===== src/rtl/gate_pkg.sv =====
// Shared definitions for the LSTM gate datapath: Q16.16 word format and MAC stage states.
package gate_pkg;

  localparam int unsigned DATA_WIDTH_DEF = 32;
  localparam int unsigned FRAC_WIDTH_DEF = 16;
  localparam int unsigned Q_ONE          = 32'd65536;

  typedef enum logic [1:0] {
    IDLE  = 2'd0,
    ACCUM = 2'd1,
    FINAL = 2'd2,
    OUT   = 2'd3
  } state_e;

  typedef logic signed [DATA_WIDTH_DEF-1:0] data_t;

endpackage


===== src/rtl/qround_sat.sv =====
// Round-half-up (toward +inf) and saturate a wide fixed-point accumulator to a DATA_WIDTH word.
module qround_sat #(
  parameter int unsigned ACC_WIDTH  = 72,
  parameter int unsigned DATA_WIDTH = 32,
  parameter int unsigned FRAC_WIDTH = 16
) (
  input  logic signed [ACC_WIDTH-1:0]  acc,
  output logic signed [DATA_WIDTH-1:0] q_c
);

  localparam logic signed [ACC_WIDTH-1:0] HALF  = ACC_WIDTH'(1) << (FRAC_WIDTH - 1);
  localparam logic signed [ACC_WIDTH-1:0] MAX_V = (ACC_WIDTH'(1) << (DATA_WIDTH - 1)) - ACC_WIDTH'(1);
  localparam logic signed [ACC_WIDTH-1:0] MIN_V = ~MAX_V;

  logic signed [ACC_WIDTH-1:0] r_c;

  always_comb begin
    r_c = (acc + HALF) >>> FRAC_WIDTH;
    if (r_c > MAX_V) begin
      q_c = MAX_V[DATA_WIDTH-1:0];
    end else if (r_c < MIN_V) begin
      q_c = MIN_V[DATA_WIDTH-1:0];
    end else begin
      q_c = r_c[DATA_WIDTH-1:0];
    end
  end

endmodule


===== src/rtl/gate_preact_mac.sv =====
// Streaming Q16.16 multiply-accumulate plus bias feeding sigmoid_approx.
// Define PREACT_CLAMP_EN to clamp the result to +/-CLAMP_LIM after saturation.
module gate_preact_mac
  import gate_pkg::*;
#(
  parameter int unsigned DATA_WIDTH = DATA_WIDTH_DEF,
  parameter int unsigned FRAC_WIDTH = FRAC_WIDTH_DEF,
  parameter int unsigned ACC_WIDTH  = 72,
  parameter int unsigned MAX_BEATS  = 256,
  parameter int unsigned CLAMP_LIM  = 4096
) (
  input  logic                  clk,
  input  logic                  rst_n,
  input  logic                  s_valid,
  output logic                  s_ready,
  input  logic [DATA_WIDTH-1:0] s_w,
  input  logic [DATA_WIDTH-1:0] s_x,
  input  logic [DATA_WIDTH-1:0] s_bias,
  input  logic                  s_last,
  output logic                  m_valid,
  input  logic                  m_ready,
  output logic [DATA_WIDTH-1:0] m_data,
  output logic                  m_forced
);

  localparam int unsigned CNT_W  = $clog2(MAX_BEATS + 1);
  localparam int unsigned PROD_W = 2 * DATA_WIDTH;

  state_e                       state_q, state_d;
  logic signed [ACC_WIDTH-1:0]  acc_q, acc_d;
  logic [CNT_W-1:0]             cnt_q, cnt_d;
  logic                         forced_q, forced_d;
  logic                         s_ready_d, m_valid_d, m_forced_d;
  logic [DATA_WIDTH-1:0]        m_data_d;

  logic signed [PROD_W-1:0]     w_ext_c, x_ext_c, prod_c;
  logic signed [ACC_WIDTH-1:0]  prod_acc_c, bias_acc_c;
  logic signed [DATA_WIDTH-1:0] sat_c, res_c;
  logic                         accept_c, cnt_hit_c;

  // Full-width signed product and Q-aligned bias, both sign-extended to the accumulator.
  assign w_ext_c    = PROD_W'($signed(s_w));
  assign x_ext_c    = PROD_W'($signed(s_x));
  assign prod_c     = w_ext_c * x_ext_c;
  assign prod_acc_c = ACC_WIDTH'(prod_c);
  assign bias_acc_c = ACC_WIDTH'($signed(s_bias)) <<< FRAC_WIDTH;
  assign accept_c   = s_valid && s_ready;
  assign cnt_hit_c  = (cnt_q + CNT_W'(1)) == CNT_W'(MAX_BEATS);

  qround_sat #(
    .ACC_WIDTH (ACC_WIDTH),
    .DATA_WIDTH(DATA_WIDTH),
    .FRAC_WIDTH(FRAC_WIDTH)
  ) u_qround_sat (
    .acc(acc_q),
    .q_c(sat_c)
  );

`ifdef PREACT_CLAMP_EN
  localparam logic signed [DATA_WIDTH-1:0] CLAMP_HI = DATA_WIDTH'(CLAMP_LIM);
  localparam logic signed [DATA_WIDTH-1:0] CLAMP_LO = -CLAMP_HI;

  always_comb begin
    if (sat_c > CLAMP_HI) begin
      res_c = CLAMP_HI;
    end else if (sat_c < CLAMP_LO) begin
      res_c = CLAMP_LO;
    end else begin
      res_c = sat_c;
    end
  end
`else
  assign res_c = sat_c;
`endif

  always_ff @(posedge clk) begin
    if (!rst_n) begin
      state_q  <= IDLE;
      acc_q    <= '0;
      cnt_q    <= '0;
      forced_q <= 1'b0;
      s_ready  <= 1'b0;
      m_valid  <= 1'b0;
      m_data   <= '0;
      m_forced <= 1'b0;
    end else begin
      state_q  <= state_d;
      acc_q    <= acc_d;
      cnt_q    <= cnt_d;
      forced_q <= forced_d;
      s_ready  <= s_ready_d;
      m_valid  <= m_valid_d;
      m_data   <= m_data_d;
      m_forced <= m_forced_d;
    end
  end

  always_comb begin
    state_d    = state_q;
    acc_d      = acc_q;
    cnt_d      = cnt_q;
    forced_d   = forced_q;
    m_valid_d  = m_valid;
    m_data_d   = m_data;
    m_forced_d = m_forced;

    unique case (state_q)
      IDLE: begin
        if (accept_c) begin
          acc_d = prod_acc_c + bias_acc_c;
          cnt_d = CNT_W'(1);
          if (s_last) begin
            state_d = FINAL;
          end else if (MAX_BEATS == 1) begin
            state_d  = FINAL;
            forced_d = 1'b1;
          end else begin
            state_d = ACCUM;
          end
        end
      end
      ACCUM: begin
        if (accept_c) begin
          acc_d = acc_q + prod_acc_c;
          cnt_d = cnt_q + CNT_W'(1);
          if (s_last) begin
            state_d = FINAL;
          end else if (cnt_hit_c) begin
            state_d  = FINAL;
            forced_d = 1'b1;
          end
        end
      end
      FINAL: begin
        m_data_d   = res_c;
        m_forced_d = forced_q;
        m_valid_d  = 1'b1;
        state_d    = OUT;
      end
      OUT: begin
        if (m_valid && m_ready) begin
          m_valid_d = 1'b0;
          acc_d     = '0;
          cnt_d     = '0;
          forced_d  = 1'b0;
          state_d   = IDLE;
        end
      end
      default: state_d = IDLE;
    endcase

    s_ready_d = (state_d == IDLE) || (state_d == ACCUM);
  end

endmodule


===== config.mk =====
export PLATFORM = sky130hd
export DESIGN_NAME = gate_preact_mac
export DESIGN_NICKNAME = d
export VERILOG_FILES = /design/src/rtl/gate_pkg.sv /design/src/rtl/qround_sat.sv /design/src/rtl/gate_preact_mac.sv
export SDC_FILE = /design/constraint.sdc
export NUM_CORES = 2
export LEC_CHECK = 0
export CORE_ASPECT_RATIO = 1.5
export CORE_MARGIN = 8
export CORE_UTILIZATION = 30
export DETAILED_ROUTE_END_ITERATION = 8
export PLACE_DENSITY = 0.47
export SYNTH_ARGS = -nofsm -noshare
export SYNTH_HDL_FRONTEND = slang
export SYNTH_HIERARCHICAL = 1
export SYNTH_SLANG_ARGS = --single-unit

===== constraint.sdc =====
create_clock -name clk -period 12.1 [get_ports clk]
set_input_delay 1.21 -clock clk [delete_from_list [all_inputs] [get_ports clk]]
set_output_delay 1.21 -clock clk [all_outputs]
set_load 0.02 [all_outputs]

After elaboration in Yosys (flattened, before gate mapping)
Cells that the tools add are included.

Bits in registers: 119. Output and inout port bits: 35.

Add/subtract/negate cells: 4. Multiply operators: 1. $lt $le $gt $ge: 2. Eq/ne operators: 10. Mux-type cells: 23. Reductions and logical operators: 11.

Operators by type and width (number): $mux 72 (3); $pmux 72 s3 (1); $add 72x17->72 const B (1); $add 72x64->72 (1); $add 64x48->65 (1); $mul 32x32->64 (1); $mux 32 (2); $gt 56x32->1 const B (1); $lt 56x32->1 const B (1); $mux 9 (3); $pmux 9 s3 (1); $mux 2 (6); $ne 2x2->1 const B (5); $add 9x1->9 const B (1); $eq 9x9->1 const B (1); $pmux 2 s4 (1); $reduce_and 5->1 (1); $eq 2x1->1 const B (2); $eq 2x2->1 const B (2); $logic_not 2->1 (2); $mux 1 (4); $pmux 1 s2 (2); $reduce_and 4->1 (1); $reduce_bool 2->1 (2); 4 further kinds (5).

Longest topological paths before layout
Word-level depth: 8. Mapped depth: 43. Mapped depth without buffers: 40.

By module
Netlist, hierarchy kept.

Modules (own cells, without submodules): gate_preact_mac (times used 1, cells an instance 5541, area an instance 47947.2 µm², seq. area each 2382.3 µm²); qround_sat (times used 1, cells an instance 270, area an instance 1724.2 µm², seq. area each 0.0 µm²).

Worst setup path before layout
No wires, ideal clock.

Path type: input-to-reg. From: input s_w[31]. To: register acc_q[71]. Library setup time: 0.134 ns. Data arrival time: 10.823 ns. Setup slack: 1.143 ns. Stages: 34. Cell sequence: clkbuf_1 nand2_1 inv_1 fa_1 fa_1 fa_1 fa_1 inv_1 fa_1 inv_1 fa_1 inv_1 fa_1 inv_1 fa_1 ha_1 a21oi_1 o21ai_1 a2111oi_0 o31ai_1 a21o_1 a32o_1 nor3b_1 o21ai_1 xnor2_1 ha_1 clkbuf_1 nand3_1 or3_1 o21ai_1 a21o_1 mux2i_1 a211o_1 o211ai_1.

Cells in the longest elaborated chain, start to end: 4. Elaborated cells on any way between the ends: 6. Classes of those cells: 2 x add/sub; 1 x mul; 3 x mux.

RTL lines: start, declared (line gate_preact_mac.sv:16) `input logic [DATA_WIDTH-1:0] s_w,`; $mul 32x32->64 (*) (line gate_preact_mac.sv:44) `assign prod_c = w_ext_c * x_ext_c;`; $add 72x64->72 / $add 64x48->65 (equally long branches) (line gate_preact_mac.sv:124, gate_preact_mac.sv:110); $mux 72 (on tied branches) (line gate_preact_mac.sv:123, gate_preact_mac.sv:109); $pmux 72 s3 (*) (line gate_preact_mac.sv:107) `unique case (state_q)`; end signal, assigned (line gate_preact_mac.sv:79) `acc_q <= '0;`; end signal, assigned (line gate_preact_mac.sv:88) `acc_q <= acc_d;`; end, declared (line gate_preact_mac.sv:30) `logic signed [ACC_WIDTH-1:0] acc_q, acc_d;`.

Every way passes the cells marked *; elsewhere a longest branch is shown, timed or not. The select of a mux whose other input is x is not followed. A chain may end at the register's enable or synchronous reset.

Final worst setup path
From: input s_w[5]. To: register acc_q[63].

Same word-level chain as after synthesis.

==> flow_summary.toml <==
[status]
outcome = "finished, final reports clean"

[floorplanning]
rows = 183
coreArea_um2 = 165100
initial_core_util = 0.3009
die_y_um = 514.4
die_area_um2 = 179100
die_w_um = 348.2
top_level_ports = 136

[final_layout]
fin_util = 0.3431
nFillCells = 17298
area_growth_pct = 14.04
stdcell_count = 8260
layout.nets = 7515
drive_above_1_share = 0.07519

[setup_path]
path_buf_inv = 10
crit_fanout = 32
endpoint_kind = "flip-flop"
slowest_stage = "fa_1"
critPathMostFrequentCell = "fa_1"
critPathMaxStageDelay_ns = 0.61
arrival_ns = 12.01
crit_required_ns = 12.47
worst_path_dominant_cell_family = "adder cells"
critical_path_class = "input port to flip-flop"
cp-start-kind = "input port"

[synthesis]
synth_cell_types = 92
synthCells = 5811
synth_enable_flop_cells = 0
yosysSeqAreaShare = 0.04796
synthArstFlopShare = 0
synth_seq_cells = 119
syn_avg_cell_area_um2 = 8.548
yosys_most_used_dff = "dfxtp_1"
syn_area_um2 = 49670
yosysWarnings = 6
syn-num-nets = 7301

[clocking]
cts_root_buf = "clkbuf_16"
numCtsBuffers = 17
cts_tree = "built"
path_clk_slew_ns = 0.06
clk_latency_ns = 0.46
clkSinkCount = 119
htree_levels = 4
clockBufferDepth = 2

[global_route]
grt_pass1_wl_um = 261000
antenna_found_initial = 6
grt_pass1_vias = 44616
grt-ovfl-total = 0
grt_max_degree = 62
grtUsageTotal = 0.1839

[routing]
drc = 0
wl_per_cell_um = 19.63
via_per_inst = 4.855
drtAntennaViolNets = 0
num_vias = 40106
dr.pass1.iters = 8
initialDrtViolationCount = 1850
wl_um = 162100

[timing]
tightest_slew_ns = 1.166
fmax_mhz = 85.92
grt_setup_unrepaired = "no"
setup_viol = 0
fin_ws_ns = 0.4611
drv_slew = 0
hold_viol_final = 0
fin_crit_ns = 11.64
period_share = 0.9619
clock_skew_ns = 0.01736
slew_headroom = 0.2208

[job]
drv_cap = 0

[place]
dp_slack_ns = -0.2528
place_congestion = 0.9147
numPortBuffers = 135
hpwl_um = 139200
dpl.cell_count = 8225

[worst_hold_path]
hold_path_class = "flip-flop to flip-flop"
-- layout make-up --
| type | instances | area (um^2) | area share |
|---|---|---|---|
| flip-flops and latches | 119 | 2382 | 0.04206 |
| inverters | 1125 | 4223 | 0.07455 |
| multi-input cells | 4251 | 41890 | 0.7395 |
| repair buffers | 511 | 4775 | 0.08429 |
| well taps | 2220 | 2778 | 0.04904 |
| diodes | 2 | 5.005 | 0.00008835 |
| clock inverters | 15 | 166.4 | 0.002938 |
| clock buffers | 17 | 425.4 | 0.007510 |
-- repair_timing --
item	CTS	global route
setup buffers	0	1
gates resized for setup	0	13
endpoints found under the setup margin	0	23
hold buffers	0	0
endpoints found under the hold margin	0	0
-- cells in the mapped netlist, types with 16 or more instances --
library cell	instances	area share
nor3_1	42	0.0042
dfxtp_1	119	0.048
xor2_1	82	0.014
o21ai_0	139	0.014
nand3_1	65	0.0065
o211ai_1	17	0.0026
nand2b_1	33	0.0042
a211oi_1	16	0.0024
a31oi_1	30	0.0038
clkbuf_1	295	0.022
inv_1	1124	0.085
nor2b_1	21	0.0026
and3_1	37	0.0047
and2_1	474	0.060
ha_1	305	0.077
o221ai_1	26	0.0046
a221oi_1	20	0.0035
o21ai_1	50	0.0050
nor2_1	180	0.014
o21a_1	25	0.0038
nand2_1	758	0.057
a21o_1	131	0.020
a21oi_1	267	0.027
o21bai_1	30	0.0045
fa_1	1084	0.44
nand4_1	63	0.0079
xnor2_1	137	0.024
-- path summary, 6_finish.rpt --
check	start	to	slack (ns)	cells past startpoint
worst max-delay path	s_w[5]	acc_q[63]	0.46	39
worst min-delay path	m_data[6]	m_data[6]	0.46	2
worst max register to register	acc_q[16]	m_data[26]	7.35	11
worst min register to register	m_data[6]	m_data[6]	0.46	2
-- registers in the layout, summed over array words and instances, names as in the netlist --
signal and flops:
acc_q 72, forced_q 1, m_valid 1, state_q 2, s_ready 1, cnt_q 9
m_data 32, m_forced 1
-- cells by family (layout without fill, tap and decap cells) --
group,Yosys count,count (layout),share of synthesized area
other,0,2,0
AND/OR/NAND/NOR,1764,1764,0.1747
flip-flops,119,119,0.04796
AO/OA/AOI/OAI,873,873,0.1138
buffers and inverters,1441,1668,0.1099
multiplexers,6,6,0.001209
XOR/XNOR,219,219,0.03862
adder cells (fa/ha/maj),1389,1389,0.5137
-- worst min-delay path, delay by kind of cell, from the launching register on --
family,cells,cell delay (ns)
and+or+nand+nor,1,0.05
DFF,1,0.31
AOI/OAI and AO/OA,1,0.05
-- placed cells by master (no fill, tap or decap), drive strengths merged, types with 12 or more instances in the layout --
| cell | count |
|---|---|
| ha | 305 |
| xor2 | 82 |
| and3 | 37 |
| fa | 1084 |
| a22oi | 15 |
| a21o | 131 |
| a211oi | 17 |
| or3 | 15 |
| nand4 | 63 |
| clkbuf | 17 |
| o21ai | 192 |
| a21oi | 269 |
| nor4 | 14 |
| a31oi | 31 |
| clkdlybuf4s50 | 130 |
| o211ai | 17 |
| o21a | 25 |
| nor2b | 21 |
| buf | 376 |
| inv | 1132 |
| nand3 | 66 |
| o21bai | 30 |
| a221oi | 21 |
| nand2b | 33 |
| o221ai | 27 |
| nand2 | 758 |
| dfxtp | 119 |
| xnor2 | 137 |
| nor2 | 180 |
| or4 | 12 |
| and4 | 12 |
| nor3 | 43 |
| and2 | 475 |
-- metrics by stage --
| stage | hold WS, ns | setup TNS, ns | cell area [um^2] |
|---|---|---|---|
| floorplan | 0.4323 | 0 | 49670 |
| global placement | 0.4431 | -1.907 | 55990 |
| global route | 0.4674 | 0 | 56640 |
| CTS | 0.4597 | 0 | 56590 |
| detailed placement | 0.4501 | -1.532 | 55990 |
| finish | 0.4557 | 0 | 56640 |
-- layer usage --
layer / routed length, um / vias up / GRT usage / share of wire
li1: - / 18453 / - / -
met1: 66510 / 20585 / 0.2275 / 0.41
met2: 84770 / 808 / 0.3374 / 0.52
met3: 5002 / 260 / 0.01302 / 0.031
met4: 5827 / 0 / 0.06053 / 0.036
met5: 0 / - / 0 / 0
Power is not shown: default switching activity piles up to over one toggle a cycle in this logic, so the estimate is an artifact.
